===== src/rtl/umi_stream_s2mm_writer_pkg.sv =====
// Shared UMI message constants, command bit positions and writer FSM encoding
// for the stream-to-memory writer.
package umi_stream_s2mm_writer_pkg;

   localparam logic [4:0] REQ_WRITE  = 5'h03;
   localparam logic [4:0] REQ_POSTED = 5'h05;
   localparam logic [4:0] RESP_WRITE = 5'h04;

   localparam int CMD_OPCODE_LSB = 0;
   localparam int CMD_SIZE_LSB   = 5;
   localparam int CMD_LEN_LSB    = 8;
   localparam int CMD_EOM_BIT    = 22;
   localparam int CMD_EOF_BIT    = 23;

   typedef enum logic [1:0] {
      ST_IDLE  = 2'd0,
      ST_RUN   = 2'd1,
      ST_DRAIN = 2'd2
   } state_t;

   // Single-beat write command: len=0, eom=1, eof marks the frame's final beat.
   function automatic logic [31:0] write_cmd(input logic       posted,
                                             input logic [2:0] size,
                                             input logic       eof);
      logic [31:0] c;
      c = '0;
      c[CMD_OPCODE_LSB +: 5] = posted ? REQ_POSTED : REQ_WRITE;
      c[CMD_SIZE_LSB +: 3]   = size;
      c[CMD_LEN_LSB +: 8]    = 8'h00;
      c[CMD_EOM_BIT]         = 1'b1;
      c[CMD_EOF_BIT]         = eof;
      return c;
   endfunction

endpackage


===== src/rtl/umi_stream_s2mm_writer_addrgen.sv =====
// Byte offset into the circular buffer window: steps one beat per accepted
// beat, wraps modulo WINDOW and restarts at 0 after a frame's last beat.
module umi_stream_s2mm_writer_addrgen #(
   parameter int DW     = 256,
   parameter int WINDOW = 4096
) (
   input  logic                      clk,
   input  logic                      rst,
   input  logic                      advance,
   input  logic                      last,
   output logic [$clog2(WINDOW)-1:0] offset
);

   localparam int OW = $clog2(WINDOW);
   localparam logic [OW-1:0] STEP = OW'(DW / 8);

   // WINDOW is a power of two, so dropping the carry is the modulo.
   always_ff @(posedge clk or posedge rst) begin
      if (rst) begin
         offset <= '0;
      end else if (advance) begin
         offset <= last ? '0 : offset + STEP;
      end
   end

endmodule


===== src/rtl/umi_stream_s2mm_writer.sv =====
// Turns each USI beat from the s2mm FIFO into a single-beat UMI write into a
// circular memory window, with optional ack tracking and an outstanding limit.
module umi_stream_s2mm_writer
   import umi_stream_s2mm_writer_pkg::*;
#(
   parameter int AW     = 64,
   parameter int CW     = 32,
   parameter int DW     = 256,
   parameter int WINDOW = 4096,
   parameter int MAXOUT = 8
) (
   input  logic          umi_clk,
   input  logic          umi_reset,
   input  logic          enable,
   input  logic          posted,
   input  logic [AW-1:0] base_addr,
   input  logic [AW-1:0] src_addr,
   input  logic          usi_in_valid,
   input  logic          usi_in_last,
   input  logic [DW-1:0] usi_in_data,
   output logic          usi_in_ready,
   output logic          umi_out_valid,
   output logic [CW-1:0] umi_out_cmd,
   output logic [AW-1:0] umi_out_dstaddr,
   output logic [AW-1:0] umi_out_srcaddr,
   output logic [DW-1:0] umi_out_data,
   input  logic          umi_out_ready,
   input  logic          umi_in_valid,
   input  logic [CW-1:0] umi_in_cmd,
   output logic          umi_in_ready,
   output logic          busy,
   output logic          frame_done,
   output logic          err,
   output state_t        dbg_state
);

   localparam int OW = $clog2(WINDOW);
   localparam logic [2:0] SIZE = 3'($clog2(DW / 8));

   // Handshakes: a transfer happens on a cycle where valid & ready are both
   // high at the rising clock edge; valid never waits on ready, and the
   // request fields hold stable while umi_out_valid & ~umi_out_ready.

   state_t          state;
   logic            posted_q;
   logic [AW-1:0]   base_q;
   logic [7:0]      outstanding;
   logic [OW-1:0]   offset;
   logic            stall;
   logic            accept;
   logic            issue_acked;
   logic            resp_ok;
   logic            resp_bad;
   logic            unused_cmd_bits;

   assign stall = ~posted_q &
                  ((9'(outstanding) + 9'(umi_out_valid)) >= 9'(MAXOUT));
   assign usi_in_ready = (state == ST_RUN) & (~umi_out_valid | umi_out_ready) & ~stall;
   assign accept       = usi_in_valid & usi_in_ready;

   // The opcode travels with the request, so a posted frame starting while an
   // acked request is still queued is counted correctly.
   assign issue_acked = umi_out_valid & umi_out_ready &
                        (umi_out_cmd[CMD_OPCODE_LSB +: 5] == REQ_WRITE);
   assign resp_ok  = umi_in_valid & (umi_in_cmd[CMD_OPCODE_LSB +: 5] == RESP_WRITE) &
                     (outstanding != 8'd0);
   assign resp_bad = umi_in_valid & ~resp_ok;

   assign umi_in_ready    = 1'b1;
   assign busy            = (state != ST_IDLE) | (outstanding != 8'd0);
   assign dbg_state       = state;
   assign unused_cmd_bits = ^umi_in_cmd[CW-1:5];

   umi_stream_s2mm_writer_addrgen #(
      .DW     (DW),
      .WINDOW (WINDOW)
   ) u_addrgen (
      .clk     (umi_clk),
      .rst     (umi_reset),
      .advance (accept),
      .last    (usi_in_last),
      .offset  (offset)
   );

   always_ff @(posedge umi_clk or posedge umi_reset) begin
      if (umi_reset) begin
         state      <= ST_IDLE;
         posted_q   <= 1'b0;
         base_q     <= '0;
         frame_done <= 1'b0;
      end else begin
         frame_done <= 1'b0;
         case (state)
            ST_IDLE: begin
               if (enable) begin
                  state    <= ST_RUN;
                  posted_q <= posted;
                  base_q   <= base_addr;
               end
            end
            ST_RUN: begin
               if (accept && usi_in_last) begin
                  if (posted_q) begin
                     state      <= ST_IDLE;
                     frame_done <= 1'b1;
                  end else begin
                     state <= ST_DRAIN;
                  end
               end
            end
            ST_DRAIN: begin
               if (outstanding == 8'd0 && !umi_out_valid) begin
                  state      <= ST_IDLE;
                  frame_done <= 1'b1;
               end
            end
            default: state <= ST_IDLE;
         endcase
      end
   end

   always_ff @(posedge umi_clk or posedge umi_reset) begin
      if (umi_reset) begin
         umi_out_valid   <= 1'b0;
         umi_out_cmd     <= '0;
         umi_out_dstaddr <= '0;
         umi_out_srcaddr <= '0;
         umi_out_data    <= '0;
      end else if (accept) begin
         umi_out_valid   <= 1'b1;
         umi_out_cmd     <= CW'(write_cmd(posted_q, SIZE, usi_in_last));
         umi_out_dstaddr <= base_q + AW'(offset);
         umi_out_srcaddr <= src_addr;
         umi_out_data    <= usi_in_data;
      end else if (umi_out_ready) begin
         umi_out_valid <= 1'b0;
      end
   end

   always_ff @(posedge umi_clk or posedge umi_reset) begin
      if (umi_reset) begin
         outstanding <= 8'd0;
         err         <= 1'b0;
      end else begin
         case ({issue_acked, resp_ok})
            2'b10:   outstanding <= outstanding + 8'd1;
            2'b01:   outstanding <= outstanding - 8'd1;
            default: outstanding <= outstanding;
         endcase
         if (resp_bad) begin
            err <= 1'b1;
         end
      end
   end

endmodule


===== config.mk =====
export PLATFORM = sky130hd
export DESIGN_NAME = umi_stream_s2mm_writer
export DESIGN_NICKNAME = d
export VERILOG_FILES = /design/src/rtl/umi_stream_s2mm_writer_pkg.sv /design/src/rtl/umi_stream_s2mm_writer_addrgen.sv /design/src/rtl/umi_stream_s2mm_writer.sv
export SDC_FILE = /design/constraint.sdc
export NUM_CORES = 1
export LEC_CHECK = 0
export CAP_MARGIN = 10
export CORE_AREA = 2 2 326 328
export DETAILED_ROUTE_END_ITERATION = 10
export DIE_AREA = 0 0 328 330
export GPL_TIMING_DRIVEN = 0
export SYNTH_ARGS = -nofsm -noshare
export SYNTH_HDL_FRONTEND = slang
export SYNTH_SLANG_ARGS = --single-unit

===== constraint.sdc =====
create_clock -name umi_clk -period 34.1 [get_ports umi_clk]
set_clock_uncertainty 0.05 [all_clocks]
set_input_delay 6.82 -clock umi_clk [delete_from_list [all_inputs] [get_ports umi_clk]]
set_output_delay 6.82 -clock umi_clk [all_outputs]
set_load 0.02 [all_outputs]

; Yosys cells after proc, flatten, opt, wreduce, memory -nomap -nowiden
; Cells that the tools add are included.
[classes]
eq_ne = 9
n_lt_le_gt_ge = 1
n_mux = 14
addsub = 5
n_reduce_logical = 11
bitwise_logic = 15
[ops]
columns = operator, count
row1 = adder 64 x 12 -> 64 bit, 1
row2 = case mux 8 bit (2 select lines), 1
row3 = "adder 12 x 6 -> 12 bit, second input constant", 1
row4 = 2-to-1 mux 12 bit, 1
row5 = adder 8 x 1 -> 9 bit, 1
row6 = bitwise AND 1 bit, 9
row7 = ">= comparator 9 x 4 -> 1 bit, second input constant", 1
row8 = "adder 8 x 1 -> 8 bit, second input constant", 1
row9 = logical NOT 8 bit, 1
row10 = 2-to-1 mux 2 bit, 4
row11 = nonzero test 8 bit, 1
row12 = "subtractor 8 x 1 -> 8 bit, second input constant", 1
row13 = case mux 2 bit (3 select lines), 1
row14 = nonzero test 2 bit, 3
row15 = "== test 5 x 2 -> 1 bit, second input constant", 1
row16 = "== test 5 x 3 -> 1 bit, second input constant", 1
row17 = 2-to-1 mux 1 bit, 5
row18 = "== test 2 x 1 -> 1 bit, second input constant", 2
row19 = "== test 2 bit, second input constant", 2
row20 = "inequality test 2 bit, second input constant", 2
row21 = inverter 1 bit, 4
row22 = 2-to-1 mux 3 bit, 1
row23 = AND reduction 3 bit, 1
row24 = logical AND 1 bit, 2
row25 = other kinds (6), 7
[word_totals]
register_bits = 483
in_bits = 424

; Longest topological paths before layout
[logic_depth]
depth_word = 9
mapped_depth = 12

; Cells and area by module
; A second synthesis with hierarchy kept.
[hier_totals]
hier_cells = 2166
hier_area_um2 = 20255.7
[modules_own_cells]
columns = module, instances, area_each_um2, seq_area_each_um2, cells_per_inst
row1 = umi_stream_s2mm_writer, 1, 19852.8, 11661.2, 2123
row2 = umi_stream_s2mm_writer_addrgen, 1, 402.9, 175.2, 43

; Least setup slack after synthesis
; OpenSTA, ideal clock, no wires.
[synth_timing]
kind = in2out
start = in umi_out_ready
end = out usi_in_ready
path_stages = 3
path_slack_ps = 19930
required_time_ps = 27230
t_arrival_ps = 7300
path_buffers = 0
cell_sequence = nand2b_1 > nand2_1 > nor2_1
[synth_via]
elab_chain_len = 3
[synth_rtl]
columns = element, line
row1 = start: declaration, umi_stream_s2mm_writer.sv:27  ; input logic umi_out_ready,
row2 = OR 1 bit, umi_stream_s2mm_writer.sv:58  ; assign usi_in_ready = (state == ST_RUN) & (~umi_out_valid | umi_out_ready) & ~stall;
row3 = bitwise AND 1 bit (2 in a row), umi_stream_s2mm_writer.sv:58
row4 = end: declaration, umi_stream_s2mm_writer.sv:21  ; output logic usi_in_ready,
; Every way passes these cells.

; Worst setup path after layout
; Ends and elaborated chain as after synthesis.

==> flow_metrics.tcl <==
set metrics [dict create \
    ys_warn_count 0 \
    synth-main-ff-cell "dfrtp_1" \
    synth.distinct_cells 58 \
    via_count 17250 \
    synth-compound-area-share 0.03425 \
    synth-adder-area-share 0.01370 \
    floorplan.io_pins 848 \
    power.combinational.fraction 0.506 \
    clock_insertion_delay_worst_skew_ns 0.63 \
    fmaxAchievable_ghz 0.06495 \
    synthesis.area_per_instance_um2 9.465 \
    post_route_cells_drive_above_1_share 0.09554 \
    grt_pass1_wl_mm 115.0 \
    p_leak_uw 0.01442 \
    cts_inserted_buffers 56 \
    start_util 0.1884 \
    drv_cap 0 \
    synth_top_family_by_area "simple AND/OR/NAND/NOR gates" \
    worst_slew_margin_rel 0.2455 \
    power_switching_share 0.4318 \
    wire_per_inst_um 18.37 \
    place_hpwl_mm 63.35 \
    maxSlewViolCount 0 \
    fillers 10950 \
    postSynthCellCount 2084 \
    power.sequential.fraction 0.314 \
    globalRoute.totalOverflow 0 \
    path_clk_slew_ns 0.05 \
    number_of_antenna_violations_at_the_first_check_in_global_routing 14 \
    buffer_ports.inserted 794 \
    final-instance-count-excl-fill 4399 \
    tightestPinTransition_ns 1.132 \
    p_per_area_nw_per_um2 104.3 \
    final_nets 3409 \
    grt_max_degree 118 \
    worst_setup_path_end_kind "output pin" \
    fraction_of_the_cycle_the_final_worst_path_needs 0.4515 \
    timing.hold.worst.class "register to register" \
    rows 119 \
    crit_path_max_fanout 4 \
    clockBufferDepth 3 \
    finalHoldWorstSlack_ns 0.4111 \
    post_cts_hold_buffer_count 0 \
    finalSetupTns_ns 0 \
    gp_congestion 0.8212 \
    totalWireLength_mm 80.81 \
    fp.dieH_um 330 \
    asyncSetResetFlopFracSynth 1.000 \
    clock_tree_from_tritoncts "done" \
    setup_ws_ns 18.70 \
    final_core_util 0.3000 \
    syn_to_final_growth_pct 59.19 \
    detail_route.first_pass.iterations 9 \
    vdd_ir_drop_max_mv 0.07890 \
    synthXorXnorAreaFrac 0.02664 \
    cp_data_required_time_ns 27.23 \
    chipWidth_um 328 \
    rsz0062_at_grt "false" \
    grt_pass1_vias 17370 \
    post_cts.repair.setup_buffers 0 \
    die_area_um2 108200 \
    timing.final.hold_violations 0 \
    p_clk_frac 0.181 \
    cts_root_buf "clkbuf_16" \
    status "finished clean" \
    postRouteAntennaNets 0 \
    ffs_latches_synth 473 \
    synth_seq_area_share 0.6001 \
    gr-usage-all-layers 0.1435 \
    setup.worst_path.class "primary input to output pin" \
    synth.area.mux_share 0.03819 \
    dr.first_iter.drc_count 755 \
    final-setup-viol-count 0 \
    cts.repair.resized 0 \
    synthSimpleGateAreaFrac 0.2463 \
    timing.final.crit_period_ns 15.40 \
    core_um2 104700 \
    via_per_inst 3.922 \
    drc 0 \
    place_ws_ns 18.70 \
    placed_cells 4297 \
    arrival_ns 8.53 \
    critPathLaunchType "primary input" \
    intPower_uw 1860 \
    clock-sinks 473 \
    cts_max_level 2 \
    mappedNetlistArea_um2 19730 \
    power.net_switching_uw 1414 \
    number_of_enable_flip_flop_cells_after_synthesis 0 \
]
## cell type report
class	instances	area [um^2]	share of cell area
antenna	4	10.01	0.0003188
buffer	130	723.2	0.02303
clock buffer	84	1617	0.05148
clock inverter	14	152.6	0.004861
inverter	20	82.58	0.002630
multi-input combinational	1485	7181	0.2287
sequential	473	11840	0.3770
tap	1391	1740	0.05543
timing repair buffer	798	8058	0.2566
## power groups by stage
stage	Sequential (uW)	Combinational, uW	Clock (uW)
6_report	1030	1660	591
5_1_grt	1060	1810	634
4_1_cts	1030	1700	615
3_5_place_dp	1040	1690	0
3_3_place_gp	1030	1680	0
2_1_floorplan	1270	597	0
## cells in the final DEF (no fill, tap or decap), drive strengths merged, types with 4 or more instances in the layout
cell type	count
a21oi	15
nor2b	4
nor2	27
ha	20
nand4	14
conb	26
nand2	1069
o21ai	70
buf	112
nor3	27
a31oi	4
mux2	66
diode	4
clkbuf	106
xnor2	34
inv	22
xor2	26
o21a	4
dfrtp	473
nor4	11
clkinv	9
and3	4
clkdlybuf4s50	794
nand3	27
## critical path, stage by stage
cell and delay (ns):
clkdlybuf4s50_1 0.47, nand2b_1 0.17, nand2_1 0.07, nor2_1 0.29, clkdlybuf4s50_1 0.70
## per-layer routing
metal  routed length [um]  global-route usage  part of all wire  vias to the layer above
met5                  102                   0            0.0013                        -
met4                 2886             0.05525             0.036                       14
met3                 7557             0.05735             0.094                      144
met2                38280              0.2364              0.47                      601
met1                31980              0.1670              0.40                     8177
li1                     -                   -                 -                     8317
## final timing paths
| check | start | end | slack [ns] | depth (start not counted) |
|---|---|---|---|---|
| worst min register to register | umi_out_data[168]$_DFFE_PP0P_ | umi_out_data[168]$_DFFE_PP0P_ | 0.41 | 2 |
| min in group asynchronous | umi_reset | umi_out_srcaddr[45]$_DFFE_PP0P_ | 6.57 | 2 |
| worst max register to register | outstanding[0]$_DFFE_PP0P_ | outstanding[7]$_DFFE_PP0P_ | 30.46 | 11 |
| worst min-delay path | umi_out_data[168]$_DFFE_PP0P_ | umi_out_data[168]$_DFFE_PP0P_ | 0.41 | 2 |
| worst max-delay path | umi_out_ready | usi_in_ready | 18.70 | 5 |
| max in group asynchronous | umi_reset | umi_out_data[175]$_DFFE_PP0P_ | 25.95 | 4 |
## flip-flops by register name, summed over array words and instances, names as in the netlist
name / count
umi_out_data: 256
base_q: 64
umi_out_dstaddr: 64
umi_out_srcaddr: 64
outstanding: 8
u_addrgen.offset: 7
umi_out_cmd: 4
dbg_state: 2
err: 1
frame_done: 1
posted_q: 1
umi_out_valid: 1
## synthesized netlist by cell type (all sizes together), types with 11 or more instances
master  count  share of area
ha         20          0.013
buf       108          0.032
xnor2      34          0.015
nor2       27         0.0053
a21oi      15         0.0038
nand2    1069           0.20
inv        20         0.0038
clkbuf     22         0.0042
nand4      14         0.0055
mux2       66          0.038
nor3       27          0.010
xor2       26          0.012
nand3      27         0.0071
o21ai      70          0.018
dfrtp     473           0.60
nor4       11         0.0064
## metrics by stage
step           area (um^2)  power [uW]
2_1_floorplan        19820        1867
3_3_place_gp         29500        2705
3_5_place_dp         29620        2729
4_1_cts              31390        3341
5_1_grt              31390        3510
6_report             31400        3274
## kinds of logic (layout without fill, tap and decap cells)
logic type,after synthesis,in the layout
AOI/OAI and AO/OA,113,113
and+or+nand+nor,1198,1198
buffers and inverters,150,1046
adders and majority gates,21,21
muxes,67,67
DFF,473,473
xor gates and xnor gates,60,60
other,2,30
Power figures use the tool's default switching activity.
